==> src/rtl/simplez_seq.sv <==
// simplez_seq -- hardwired (microprogram-free) sequencer for the SIMPLEZ CPU.
//
// Decodes the opcode held in RI and drives every datapath microorder. Memory
// wait states are inserted in the fetch (I0) and operand (O0) phases. HALT
// parks the machine in HLT until a restart request arrives.
// State updates on the falling clock edge, like the datapath registers.
//
// Ports
//   clk        system clock (state changes on the falling edge)
//   rstn       asynchronous active-low reset
//   co[2:0]    opcode RI[11:9]: ST LD ADD BR BZ CLR DEC HALT
//   zero       accumulator-is-zero flag
//   mem_ready  memory ready; 0 stretches I0/O0 by one cycle
//   run        restart request while halted (level)
//   lec/esc    memory read / write
//   era/eri    load RA / load RI
//   incp/ecp/ccp  CP+1 / CP<=bus / CP<=0
//   scp/sri    CP / RI[8:0] drive the internal address bus
//   sac/eac    AC drives the data bus / load AC from the ALU
//   alu_op     00 pass, 01 add, 10 decrement, 11 clear
//   stop       processor halted
//   state      debug view of the sequencer state
module simplez_seq (
  input  logic       clk,
  input  logic       rstn,
  input  logic [2:0] co,
  input  logic       zero,
  input  logic       mem_ready,
  input  logic       run,
  output logic       lec,
  output logic       esc,
  output logic       era,
  output logic       eri,
  output logic       incp,
  output logic       ecp,
  output logic       ccp,
  output logic       scp,
  output logic       sri,
  output logic       sac,
  output logic       eac,
  output logic [1:0] alu_op,
  output logic       stop,
  output logic [2:0] state
);

  localparam logic [2:0] S_I0  = 3'd0;
  localparam logic [2:0] S_I1  = 3'd1;
  localparam logic [2:0] S_O0  = 3'd2;
  localparam logic [2:0] S_O1  = 3'd3;
  localparam logic [2:0] S_HLT = 3'd4;

  localparam logic [2:0] OP_ST   = 3'd0;
  localparam logic [2:0] OP_LD   = 3'd1;
  localparam logic [2:0] OP_ADD  = 3'd2;
  localparam logic [2:0] OP_BR   = 3'd3;
  localparam logic [2:0] OP_BZ   = 3'd4;
  localparam logic [2:0] OP_CLR  = 3'd5;
  localparam logic [2:0] OP_DEC  = 3'd6;
  localparam logic [2:0] OP_HALT = 3'd7;

  localparam logic [1:0] ALU_PASS = 2'b00;
  localparam logic [1:0] ALU_ADD  = 2'b01;
  localparam logic [1:0] ALU_DEC  = 2'b10;
  localparam logic [1:0] ALU_CLR  = 2'b11;

  logic [2:0] r_state;
  logic [2:0] w_next;

  always_ff @(negedge clk or negedge rstn) begin
    if (!rstn) r_state <= S_I0;
    else       r_state <= w_next;
  end

  assign state = r_state;

  // Next-state logic.
  always_comb begin
    w_next = S_I0;
    case (r_state)
      S_I0:  w_next = mem_ready ? S_I1 : S_I0;
      S_I1: begin
        case (co)
          OP_ST, OP_LD, OP_ADD: w_next = S_O0;
          OP_HALT:              w_next = S_HLT;
          default:              w_next = S_I0;
        endcase
      end
      S_O0:  w_next = mem_ready ? S_O1 : S_O0;
      S_O1:  w_next = S_I0;
      S_HLT: w_next = run ? S_O1 : S_HLT;
      default: w_next = S_I0;
    endcase
  end

  // Microorder decode. Everything is held low while rstn is asserted, so the
  // outputs drop without waiting for a clock edge even though I0 would
  // otherwise assert lec.
  always_comb begin
    lec    = 1'b0;
    esc    = 1'b0;
    era    = 1'b0;
    eri    = 1'b0;
    incp   = 1'b0;
    ecp    = 1'b0;
    ccp    = 1'b0;
    scp    = 1'b0;
    sri    = 1'b0;
    sac    = 1'b0;
    eac    = 1'b0;
    alu_op = ALU_PASS;
    stop   = 1'b0;
    if (rstn) begin
      case (r_state)
        S_I0: begin
          lec = 1'b1;
          if (mem_ready) begin
            eri  = 1'b1;
            incp = 1'b1;
          end
        end
        S_I1: begin
          case (co)
            OP_ST, OP_LD, OP_ADD: begin
              sri = 1'b1;
              era = 1'b1;
            end
            OP_BR: begin
              sri = 1'b1;
              era = 1'b1;
              ecp = 1'b1;
            end
            OP_BZ: begin
              era = 1'b1;
              if (zero) begin
                sri = 1'b1;
                ecp = 1'b1;
              end else begin
                scp = 1'b1;
              end
            end
            OP_CLR: begin
              eac    = 1'b1;
              alu_op = ALU_CLR;
              scp    = 1'b1;
              era    = 1'b1;
            end
            OP_DEC: begin
              eac    = 1'b1;
              alu_op = ALU_DEC;
              scp    = 1'b1;
              era    = 1'b1;
            end
            default: stop = 1'b1;  // HALT
          endcase
        end
        S_O0: begin
          case (co)
            OP_ST: begin
              sac = 1'b1;
              esc = mem_ready;
            end
            OP_LD: begin
              lec = 1'b1;
              eac = mem_ready;
            end
            OP_ADD: begin
              lec = 1'b1;
              eac = mem_ready;
              if (mem_ready) alu_op = ALU_ADD;
            end
            default: ;
          endcase
        end
        S_O1: begin
          scp = 1'b1;
          era = 1'b1;
        end
        S_HLT: begin
          stop = 1'b1;
          ccp  = run;
        end
        default: ;
      endcase
    end
  end

endmodule

==> config.mk <==
export PLATFORM = sky130hd
export DESIGN_NAME = simplez_seq
export DESIGN_NICKNAME = d
export VERILOG_FILES = /design/src/rtl/simplez_seq.sv
export SDC_FILE = /design/constraint.sdc
export NUM_CORES = 1
export LEC_CHECK = 0
export ABC_AREA = 1
export CAP_MARGIN = 20
export CORE_AREA = 2 2 39 41
export CTS_BUF_LIST = sky130_fd_sc_hd__clkbuf_16
export DETAILED_ROUTE_END_ITERATION = 8
export DIE_AREA = 0 0 41 43
export SETUP_SLACK_MARGIN = 0.2
export SYNTH_ARGS = -nofsm -noshare
export SYNTH_HDL_FRONTEND = slang
export SYNTH_SLANG_ARGS = --single-unit
export TNS_END_PERCENT = 5
==> constraint.sdc <==
create_clock -name clk -period 1.65 [get_ports clk]
set_input_delay 0.33 -clock clk [delete_from_list [all_inputs] [get_ports clk]]
set_output_delay 0.33 -clock clk [all_outputs]
set_load 0.03 [all_outputs]
==> run summary <==
The total die area is 1760 um^2. Setup repair after global routing could not meet its margin everywhere. Counting every sink on the clock net gives 3. Along the worst path, the maximum fanout reaches 5. The first-pass GRT wire length is 2050 um. After routing the design area is 961 um^2. The share of total power in combinational logic came out at 46.1%.

The simple logic cell fraction of the synthesized area came out at 55.2%. Net switching is 33.3% of the power. The post-route core utilization came out at 69.4%. Measured along the y axis, the die boundary spans 43 um. For this design, the slowest cell found on the critical path is sky130_fd_sc_hd__dfrtn_1. The initial core utilization came out at 24.4%. The cell area after synthesis is 338 um^2. The net switching component of the power is 0.290 mW.

The number of DRC violations after detailed routing came out at 0. The internal power component is 0.582 mW. The flow ran to the end, but the final reports show violations. The part of the power in the clock network came out at 43.0%. The sequential area share after synthesis is 22.2%. The die extent in x came out at 41 um. The sum of negative setup slack is -13.11 ns. In the synthesized netlist, the number of instances is 61. After the first detailed-routing iteration, the DRC count stood at 8. The number of standard-cell rows in the floorplan is 14.

The worst-case IR drop observed on VDD is 0.754 mV. The final count of pins violating max slew came out at 0. The kind of cell with the highest combined delay on the critical path is flip-flops. The number of primary I/O pins is 25. The placeable core region is 1380 um^2. Between clock sinks in the finished design, the worst skew comes to 0.00127 ns.

The clock tree root driver cell is sky130_fd_sc_hd__clkbuf_16. Buffers placed on the I/O ports in this run total 24. Summing all placed instances gives a cell area of 759 um^2.

The total placed cells including tap cells is 120. Summing the areas of all fa, ha and maj instances in the mapped netlist gives 0% of the synthesized area. The depth of the CTS H-tree is 1. The final reports fail on setup timing.

The worst-margin pin slew is 0.363 ns. Cells with a size suffix above 1 make up 63.6% of the layout. The maximum number of buffers from clock root to sink is 2.

The xor/xnor cell area share of the yosys netlist came out at 0%. Yosys printed 0 warnings. The count of vias placed by the detailed router came out at 584.

The source-to-sink clock delay at the later pin of the worst-skew pair came out at 0.26 ns. The kind of end point of the critical path is a primary output. The initial antenna violation count is 0. The power density of the placed cells came out at 907 nW/um^2. The average cell area after synthesis came out at 5.54 um^2. The signal on the critical path passes through buf_6, nand4_1, nor3b_4, buf_6. The aggregate routed wire length is 1400 um. The delay of the slowest cell on the worst path came out at 0.46 ns. The overall power came out at 0.871 mW. In this run the remaining antenna-violating nets after routing total 0. The sequential fraction of design power is 10.9%. The synthesized netlist devotes 12.6% of its cell area to compound gates. The placer's final routability congestion estimate came out at 0.754. The count of non-filler cells in the finished layout came out at 126. The critical path data required time is 1.32 ns. After synthesis, the largest family of logic cells by area is simple AND/OR/NAND/NOR gates. The number of synthesized register bits came out at 3. The classification of the worst-slack hold path is register to register.

Dividing the detail-routed wire length by the instance count gives 11.1 um. The smallest setup slack after layout came out at -0.907 ns. The final layout contains 119 nets. The worst slack at placement came out at -0.828 ns. The number of global-route vias before repair is 521. Setup violations remaining at the end of the flow were counted as 18.

The placed wire-length estimate after detailed placement is 1010 um. The number of max-cap violations came out at 0. The unique cell type count in the Yosys netlist came out at 16.

The worst slack on hold paths came out at 0.749 ns. The TritonCTS buffer count is 3. The number of buffers inserted for hold repair after clock tree synthesis came out at 0. After clock tree synthesis, the clock-pin slew on the worst setup and hold paths is 0.03 ns. The worst setup path is of the register to primary output kind. The number of flip-flops under the largest register name came out at 3.

The worst setup path is launched from a register. In this design, the critical path's most frequently occurring cell is sky130_fd_sc_hd__buf_6. Entering global routing, the biggest net connects 8 pins. The number of optimization iterations in the first detailed-route pass is 3. The number of antenna cells inserted came out at 0. The number of buffers and inverters on the critical path came out at 2.

The via-per-instance ratio is 4.63. The post-synthesis net count came out at 69. Global routing used 18.1% of the available tracks. The global-route congestion overflow total came out at 0.

TritonCTS built the clock tree. STA puts the critical path data arrival time at 2.23 ns. The number of endpoints with negative hold slack in the final report came out at 0. The mux contribution to synthesized area came out at 0%. The area growth from synthesis to layout came out at 184%. The static power due to leakage came out at 0.466 nW. The worst slew slack as a fraction of its limit came out at 75.8%.
## logic make-up (layout without fill, tap and decap cells)
family,Yosys count,count (layout)
buffers and inverters,8,57
flip-flops,3,3
AO/OA/AOI/OAI,7,7
AND/OR/NAND/NOR,43,43
## synth_stat cells
library cell	count	area share, %
sky130_fd_sc_hd__nor2_2	2	3.7
sky130_fd_sc_hd__o21ai_0	1	1.5
sky130_fd_sc_hd__nand2_2	1	1.9
sky130_fd_sc_hd__o211ai_1	1	2.2
sky130_fd_sc_hd__a31oi_1	1	1.9
sky130_fd_sc_hd__inv_1	7	7.8
sky130_fd_sc_hd__a21oi_1	3	4.4
sky130_fd_sc_hd__nor3_1	1	1.5
sky130_fd_sc_hd__dfrtn_1	3	22
sky130_fd_sc_hd__nand2_1	12	13
sky130_fd_sc_hd__nor3b_1	1	2.2
sky130_fd_sc_hd__nor2_1	17	19
sky130_fd_sc_hd__a21oi_2	1	2.6
sky130_fd_sc_hd__buf_4	1	2.2
sky130_fd_sc_hd__nand3_1	8	12
sky130_fd_sc_hd__nand4_1	1	1.9
## power groups by stage
stage / registers, mW / logic (mW) / clock network, mW
finish: 0.0947 / 0.402 / 0.375
global route: 0.0966 / 0.427 / 0.386
CTS: 0.0933 / 0.364 / 0.381
detailed placement: 0.0935 / 0.333 / 0
global placement: 0.0935 / 0.333 / 0
floorplan: 0.129 / 0.141 / 0
## placed cells by master (no fill, tap or decap)
| cell | Yosys | final |
|---|---|---|
| sky130_fd_sc_hd__nor2_2 | 2 | 5 |
| sky130_fd_sc_hd__inv_4 | 0 | 1 |
| sky130_fd_sc_hd__inv_1 | 7 | 7 |
| sky130_fd_sc_hd__nand4_1 | 1 | 1 |
| sky130_fd_sc_hd__nor2_1 | 17 | 10 |
| sky130_fd_sc_hd__nand3_1 | 8 | 6 |
| sky130_fd_sc_hd__buf_6 | 0 | 18 |
| sky130_fd_sc_hd__nand2_4 | 0 | 1 |
| sky130_fd_sc_hd__nor3b_4 | 0 | 1 |
| sky130_fd_sc_hd__nor2_4 | 0 | 4 |
| sky130_fd_sc_hd__clkbuf_16 | 0 | 3 |
| sky130_fd_sc_hd__o211ai_1 | 1 | 1 |
| sky130_fd_sc_hd__a21oi_2 | 1 | 2 |
| sky130_fd_sc_hd__a21oi_4 | 0 | 1 |
| sky130_fd_sc_hd__clkdlybuf4s50_1 | 0 | 3 |
| sky130_fd_sc_hd__dlymetal6s2s_1 | 0 | 1 |
| sky130_fd_sc_hd__a21oi_1 | 3 | 1 |
| sky130_fd_sc_hd__nand2_1 | 12 | 6 |
| sky130_fd_sc_hd__a31oi_2 | 0 | 1 |
| sky130_fd_sc_hd__dfrtn_1 | 3 | 3 |
| sky130_fd_sc_hd__nand3_2 | 0 | 2 |
| sky130_fd_sc_hd__clkbuf_2 | 0 | 3 |
| sky130_fd_sc_hd__nand2_2 | 1 | 6 |
| sky130_fd_sc_hd__buf_4 | 1 | 21 |
| sky130_fd_sc_hd__o21ai_0 | 1 | 1 |
| sky130_fd_sc_hd__nor3_4 | 0 | 1 |
## area by class of cell
class | instances | area (um^2)
clock inverters | 1 | 3.75
flip-flops and latches | 3 | 75.1
clock buffers | 3 | 75.1
fillers | 122 | 423
repair buffers | 46 | 418
well taps | 16 | 20.0
inverters | 7 | 28.8
multi-input cells | 50 | 340
## path summary, 6_finish.rpt
kind                       startpoint        to  slack (ns)  cells after the start
min in group asynchronous        rstn  state[1]        1.14                      2
hold reg to reg              state[2]  state[0]        0.75                      5
setup reg to reg             state[0]  state[1]        0.45                      6
setup / recovery             state[0]       ecp       -0.91                      4
max in group asynchronous        rstn  state[2]        0.36                      2
hold / removal               state[2]  state[0]        0.75                      5
## worst register-to-register path, delay by kind of cell, from the launching register on
kind | cells | cell delay (ns)
DFF | 1 | 0.46
buffers and inverters | 3 | 0.38
and+or+nand+nor | 2 | 0.13
AOI/OAI and AO/OA | 1 | 0.07
## timing repair
| action | 4_1_cts | 5_1_grt |
|---|---|---|
| endpoints found under the setup margin | 20 | 20 |
| pin swaps | 9 | 12 |
| cloned | 0 | 0 |
| buffers inserted | 1 | 1 |
| gates resized for setup | 26 | 25 |
## metal layers
layer	wire length, um	global-route usage (%)
met1	563	18.8
met2	757	28.7
met3	55	3.14
met4	27	16.0
met5	0	0
(Power assumes the default switching activity.)
